===== config.mk =====
export PLATFORM = sky130hd
export DESIGN_NAME = uart_io_bridge
export DESIGN_NICKNAME = d
export VERILOG_FILES = /design/src/rtl/uart_io_bridge.sv
export SDC_FILE = /design/constraint.sdc
export NUM_CORES = 1
export LEC_CHECK = 0
export CAP_MARGIN = 10
export CORE_MARGIN = 4
export CORE_UTILIZATION = 40
export CTS_CLUSTER_DIAMETER = 80
export DETAILED_ROUTE_END_ITERATION = 10
export SYNTH_ARGS = -nofsm -noshare
export SYNTH_HDL_FRONTEND = slang
export SYNTH_SLANG_ARGS = --single-unit

===== constraint.sdc =====
create_clock -name clk -period 5.5 [get_ports clk]
set_clock_uncertainty 0.1 [all_clocks]
set_input_delay 1.1 -clock clk [delete_from_list [all_inputs] [get_ports clk]]
set_output_delay 1.1 -clock clk [all_outputs]
set_load 0.02 [all_outputs]

===== src/rtl/uart_io_bridge.sv =====
// Port-mapped I/O bridge between the processor I/O bus and the rs232_uart:
// TX holding FIFO with a paced drain FSM, RX/status read decode, PIO output register.
module uart_io_bridge #(
  parameter int         TX_FIFO_DEPTH = 8,
  parameter int         TX_PTR_WID    = 3,
  parameter logic [7:0] PORT_UART     = 8'h01,
  parameter logic [7:0] PORT_STATUS   = 8'h02,
  parameter logic [7:0] PORT_PIO      = 8'h04
) (
  input  logic       clk,
  input  logic       reset,
  input  logic [7:0] io_port_id,
  input  logic [7:0] io_write_data,
  input  logic       io_write_strobe,
  input  logic       io_read_strobe,
  output logic [7:0] io_read_data,
  output logic [7:0] uart_tx_data,
  output logic       uart_write,
  input  logic       uart_tx_full,
  input  logic [7:0] uart_rx_data,
  input  logic       uart_rx_present,
  output logic       uart_rx_ack,
  output logic [7:0] pio_out,
  output logic       tx_overflow
);

  typedef enum logic {
    IDLE = 1'b0,
    HOLD = 1'b1
  } drain_state_t;

  localparam logic [TX_PTR_WID:0] FIFO_FULL_CNT = (TX_PTR_WID + 1)'(TX_FIFO_DEPTH);

  drain_state_t state, next_state;

  logic [7:0]          fifo_mem [TX_FIFO_DEPTH];
  logic [TX_PTR_WID-1:0] wr_ptr, rd_ptr;
  logic [TX_PTR_WID:0]   count;

  logic fifo_empty, fifo_full;
  logic push_req, push_ok, pop;
  logic ovf_set, ovf_clr;
  logic [7:0] status_byte;

  assign fifo_empty = (count == '0);
  assign fifo_full  = (count == FIFO_FULL_CNT);

  assign push_req = io_write_strobe && (io_port_id == PORT_UART);
  // A full FIFO still accepts a push when the drain pops in the same cycle.
  assign push_ok  = push_req && (!fifo_full || pop);
  assign ovf_set  = push_req && fifo_full && !pop;
  assign ovf_clr  = io_write_strobe && (io_port_id == PORT_STATUS) && io_write_data[3];

  assign status_byte = {4'b0000, tx_overflow, fifo_empty, fifo_full, uart_rx_present};

  // Drain FSM: state register
  // NOTE: sequential state uses non-blocking assignments so every flop samples pre-edge values.
  always_ff @(posedge clk) begin
    if (reset) state <= IDLE;
    else       state <= next_state;
  end

  // Drain FSM: next state and pop decision
  // NOTE: every always_comb output gets a default first, so no path can infer a latch.
  always_comb begin
    next_state = state;
    pop        = 1'b0;
    case (state)
      IDLE: begin
        if (!fifo_empty && !uart_tx_full) begin
          pop        = 1'b1;
          next_state = HOLD;
        end
      end
      HOLD:    next_state = IDLE;
      default: next_state = IDLE;
    endcase
  end

  // NOTE: the FIFO storage has no reset; pointers and count define validity, and a
  // reset-free array maps onto plain RAM/register-file cells.
  always_ff @(posedge clk) begin
    if (push_ok) fifo_mem[wr_ptr] <= io_write_data;
  end

  always_ff @(posedge clk) begin
    if (reset) begin
      wr_ptr <= '0;
      rd_ptr <= '0;
      count  <= '0;
    end else begin
      if (push_ok) wr_ptr <= wr_ptr + 1'b1;
      if (pop)     rd_ptr <= rd_ptr + 1'b1;
      case ({push_ok, pop})
        2'b10:   count <= count + 1'b1;
        2'b01:   count <= count - 1'b1;
        default: count <= count;
      endcase
    end
  end

  // Set beats clear when both land in the same cycle.
  always_ff @(posedge clk) begin
    if (reset)        tx_overflow <= 1'b0;
    else if (ovf_set) tx_overflow <= 1'b1;
    else if (ovf_clr) tx_overflow <= 1'b0;
  end

  // uart_write only rises from IDLE, and HOLD always follows, so pulses never abut.
  always_ff @(posedge clk) begin
    if (reset) begin
      uart_write   <= 1'b0;
      uart_tx_data <= 8'h00;
    end else begin
      uart_write <= pop;
      if (pop) uart_tx_data <= fifo_mem[rd_ptr];
    end
  end

  always_ff @(posedge clk) begin
    if (reset) begin
      pio_out <= 8'h00;
    end else if (io_write_strobe && (io_port_id == PORT_PIO)) begin
      pio_out <= io_write_data;
    end
  end

  // Read data holds between strobes; the RX ack is a single-cycle pulse.
  always_ff @(posedge clk) begin
    if (reset) begin
      io_read_data <= 8'h00;
      uart_rx_ack  <= 1'b0;
    end else begin
      uart_rx_ack <= 1'b0;
      if (io_read_strobe) begin
        case (io_port_id)
          PORT_UART: begin
            if (uart_rx_present) begin
              io_read_data <= uart_rx_data;
              uart_rx_ack  <= 1'b1;
            end else begin
              io_read_data <= 8'h00;
            end
          end
          PORT_STATUS: io_read_data <= status_byte;
          PORT_PIO:    io_read_data <= pio_out;
          default:     io_read_data <= 8'h00;
        endcase
      end
    end
  end

endmodule


==> impl_metrics.env <==
export IMPL_ys_ff_latch=101
export IMPL_firstDrtPassIters=4
export IMPL_cts_buffers=9
export IMPL_synthTopCellsByArea="edfxtp_1 47%, dfxtp_1 18%, mux4_2 8.8%"
export IMPL_irDropWorstVdd_uv=143
export IMPL_grt_pass1_wl_mm=13.8
export IMPL_antenna_found_initial=0
export IMPL_hold_ws_ns=0.371
export IMPL_n_fill_cell=850
export IMPL_finalCritPeriodShare_pct=66.2
export IMPL_critPathArrivalTime_ns=3.83
export IMPL_crit_type="in -> reg"
export IMPL_via_count=2558
export IMPL_mappedNetlistNets=323
export IMPL_min_period_ns=3.64
export IMPL_yosysMostFrequentCell="edfxtp_1"
export IMPL_slew_headroom_pct=31.8
export IMPL_drc=0
export IMPL_vias_per_cell=5.27
export IMPL_drt_total_wl_mm=8.92
export IMPL_clock_sinks=101
export IMPL_maxCapViolCount=0
export IMPL_max_freq_mhz=275
export IMPL_dieHeight_um=109
export IMPL_antenna_left=0
export IMPL_syn_inst=288
export IMPL_slew_viol_final=0
export IMPL_wire_per_inst_um=18.4
export IMPL_synth_common_cells="64 x edfxtp_1, 37 x dfxtp_1, 35 x nor2_1"
export IMPL_cts_root_buf="clkbuf_8"
export IMPL_placed_area_um2=4800
export IMPL_synth_top_area_cell="edfxtp_1"
export IMPL_grt_start_max_net_pins=32
export IMPL_syn_to_final_growth_pct=21.7
export IMPL_setup_tns_ns=0
export IMPL_clock_path_buffers=2
export IMPL_final_cell_area_um2=4990
export IMPL_drt_initial_drc_count=187
export IMPL_grtUsageTotal_pct=15.7
export IMPL_ios=57
export IMPL_hpwl_mm=6.12
export IMPL_initial_core_util_pct=41.6
export IMPL_crit_fanout=5
export IMPL_gp_congestion=0.792
export IMPL_ctsHoldBuffers=0
export IMPL_yosysWarnings=0
export IMPL_power_density_nw_per_um2=260
export IMPL_yosysUniqueCellTypes=44
export IMPL_run_status="finished, final reports clean"
export IMPL_clkTransAtPathRegs_ns=0.09
export IMPL_postCtsSetupBuffers=0
export IMPL_grt_pass1_vias=2518
export IMPL_ys_flop_type="edfxtp_1"
export IMPL_core_area_um2=9860
export IMPL_fin_nets=382
export IMPL_finalSetupViolCount=0
export IMPL_cp_end_kind="flip-flop"
export IMPL_rsz0062_at_grt="false"
export IMPL_worst_pin_slew_ns=1.02
export IMPL_core_rowCount=36
export IMPL_synth_area_per_cell_um2=14.2
export IMPL_numPortBuffers=56
export IMPL_synth_edf_count=64
export IMPL_htree_num_levels=3
export IMPL_cp_required_ns=5.69
export IMPL_synth_seq_area_share_pct=64.9
export IMPL_finalHoldViolations=0
export IMPL_min_path_type="reg -> reg"
export IMPL_antenna_cells=0
export IMPL_start_kind="input port"
export IMPL_synth_top_area_share_pct=46.9
export IMPL_die_x_um=109
export IMPL_synth_async_reset_ratio_pct=0
export IMPL_cts_tree="done"
export IMPL_drive_gt1_share_pct=12.5
export IMPL_p_leak_nw=1.68
export IMPL_die_area_um2=11900
export IMPL_overflow=0
export IMPL_clk_latency_ns=0.36
export IMPL_syn_cell_area_um2=4100
export IMPL_cts_resized=0
==> through the flow <==
step	worst slack (ns)	util (%)	std cells	power, mW
floorplan	2.23	-	288	0.836
finish	1.86	50.6	485	1.30
detailed placement	1.47	48.6	469	0.872
global route	1.56	50.6	485	1.35
global placement	1.52	48.6	469	0.872
CTS	1.84	50.6	485	1.31
==> per-layer routing <==
layer	vias up	global-route usage, %	share of wire, %
met5	-	0	0
met4	0	4.01	1.0
met3	6	3.43	4.5
met2	56	25.2	49
met1	1265	21.9	45
li1	1231	-	-
==> sequential cells by signal (all words and copies together) (netlist names), 3 cells and up <==
name and count:
pio_out 8, fifo_mem 64, wr_ptr 3, io_read_data 8, rd_ptr 3, count 4
uart_tx_data 8
==> cell usage in the layout (no fill, tap or decap), drive strengths merged, types with 3 or more instances in the layout <==
cell type,n
a21oi,4
a22o,10
a32oi,4
buf,5
clkbuf,11
clkdlybuf4s50,56
clkinv,3
dfxtp,37
edfxtp,64
ha,5
inv,5
mux2i,10
mux4,16
nand2,9
nand2b,3
nand3,7
nand4,3
nor2,35
nor2b,5
nor3,14
o21ai,10
o22ai,8
xnor2,3
xor2,3
==> critical path, stage by stage <==
cell,delay (ns)
clkdlybuf4s50_1,0.42
nor4_1,0.51
and3_1,0.36
nand2_1,0.11
ha_1,0.28
xor2_1,0.17
ha_1,0.18
a21oi_1,0.16
xor2_1,0.09
or3_1,0.30
a21oi_1,0.13
==> final cells by class <==
type	count	area (um^2)	share of cell area, %
multi-input combinational	171	1360	27.2
inverter	3	11.3	0.226
clock inverter	5	41.3	0.827
sequential	101	2660	53.3
timing repair buffer	61	598	12.0
clock buffer	11	151	3.03
tap	133	166	3.33
==> cells by family (layout without fill, tap and decap cells) <==
logic type | Yosys count | after routing | synth area share (%)
flip-flops | 101 | 101 | 64.9
AND/OR/NAND/NOR | 91 | 91 | 11.5
AO/OA/AOI/OAI | 43 | 43 | 7.60
multiplexers | 26 | 26 | 11.2
buffers and inverters | 16 | 80 | 1.92
XOR/XNOR | 6 | 6 | 1.28
adder cells (fa/ha/maj) | 5 | 5 | 1.53
==> report_power, final <==
part	switching [mW]	leakage, nW	internal [mW]	total, mW
combinational	0.0261	0.705	0.0243	0.0504
clock	0.251	0.100	0.194	0.445
sequential	0.000276	0.873	0.804	0.804
==> final timing paths <==
kind | cells after the start | slack, ns | from | end
worst max-delay path | 11 | 1.86 | io_port_id[7] | count[2]
worst min-delay path | 2 | 0.37 | io_read_data[2] | io_read_data[2]
worst max register to register | 9 | 2.49 | count[0] | count[2]
worst min register to register | 2 | 0.37 | io_read_data[2] | io_read_data[2]
No activity file was read; power rests on OpenSTA's default activity.
==> patch: new RTL, same settings <==
Compare `count` against `FIFO_FULL_CNT` with >= in place of ==.
--- a/src/rtl/uart_io_bridge.sv
+++ b/src/rtl/uart_io_bridge.sv
@@ -45,3 +45,3 @@
   assign fifo_empty = (count == '0);
-  assign fifo_full  = (count == FIFO_FULL_CNT);
+  assign fifo_full  = (count >= FIFO_FULL_CNT);
 
Function: no difference found for any inputs over 10 cycles, from zero or initial values and one cycle with reset high; that may be too few to reach the edited logic, so the function may still have changed.
==> patch against the unedited design <==
Maximum frequency down 1.5%; first-iteration DRC count is 24% lower; count of clock-buffer cells in the layout is 2 lower; hold slack better by 0.011 ns; highest routed layer unchanged; synthesized cell count down 1.4%; via count shrank 0.82%; non-clock buffer count decreased by 2; cell area up 0.35%; critical endpoint is now fifo_mem[4][2]; sequential cell count did not move; wire length shrank 2.3%; worst setup slack lost 0.057 ns; power rose by 2.7%; area after synthesis hardly changed.
==> patch: results (changes against the unedited design) <==
pg_clk_w: 0.000478  # +7.4%
p_total_w: 0.001334  # +2.7%
syn-num-nets: 319  # -1.2%
routabilityCongestion: 0.8548  # +8.0%
place_area_um2: 4805  # +0.13%
ys_types: 42  # -4.5%
grt_pass1_vias: 2608  # +3.6%
via_per_inst: 5.263  # -0.20%
ys_seq_area_share_pct: 64.94  # about the same
r2r_start: "count[3]"
initialDrtViolationCount: 143  # -24%
fillers: 852  # +0.24%
cp-startpoint: "io_port_id[5]"
wl_met1_mm: 4.040  # +0.35%
nets: 379  # -0.79%
worst_ir_drop_vdd_uv: 245.3  # +72%
grt_pass1_wl_mm: 14.52  # +4.9%
cp_slowest_stage_delay_ns: 0.92  # +0.41 ns
endpoint: "fifo_mem[4][2]"
routedWlPerCell_um: 18.09  # -1.7%
power.leakage_nw: 1.658  # -1.2%
comb_power_w: 0.0000520  # +3%
cp_max_fo: 8  # +3
synth_area_leaders: "edfxtp_1 (47%), dfxtp_1 (18%), mux4_2 (8.8%), nor2_1 (3.2%), mux2i_1 (2.7%)"
grtUsageTotal_pct: 16.23  # +0.50 points
first_pass_iters: 5  # +1
status: "completed"
relSlewSlack_pct: 22.39  # -9.4 points
[patch: changes by cell type after synthesis, moves of 3 or more]
cell and delta:
o21a_1 +4, a32oi_1 -4, o21ai_0 -3, a22oi_1 +7, clkbuf_1 -4
[patch: routing by layer]
layer,GRT usage (%),vias up
li1,-,1221
met1,22.65,1253
met2,25.70,56
met3,3.908,7
met4,4.007,0
met5,0,-
[patch: final cells by class]
| type | instances | area [µm²] | share of cell area [%] |
|---|---|---|---|
| Sequential cell | 101 | 2663 | 53.16 |
| Multi-Input combinational cell | 171 | 1385 | 27.65 |
| Timing Repair Buffer | 59 | 583.1 | 11.64 |
| Tap cell | 133 | 166.4 | 3.323 |
| Clock buffer | 9 | 123.9 | 2.473 |
| Clock inverter | 7 | 80.08 | 1.599 |
| Inverter | 2 | 7.507 | 0.1499 |
[patch: worst min path at each step]
stage / slack [ns] / to / cells past startpoint
after floorplan: 0.37 / wr_ptr[2] / 2
after global placement: 0.36 / io_read_data[2] / 2
after detailed placement: 0.36 / io_read_data[2] / 2
after CTS: 0.38 / io_read_data[2] / 2
after global routing: 0.39 / io_read_data[2] / 2
final: 0.38 / io_read_data[2] / 2
[patch: metrics by stage]
stage / instances / setup slack (ns)
2_1_floorplan: 284 / 2.345
3_3_place_gp: 466 / 1.574
3_5_place_dp: 466 / 1.355
4_1_cts: 482 / 1.752
5_1_grt: 482 / 1.672
6_report: 482 / 1.803
[patch: kinds of logic after synthesis]
kind of cell    synth area share (%)
flops                          64.94
simple gates                   12.18
compound gates                 6.836
mux                            11.75
buf+inv                        1.282
xor+xnor                       1.495
fa+ha+maj                      1.526
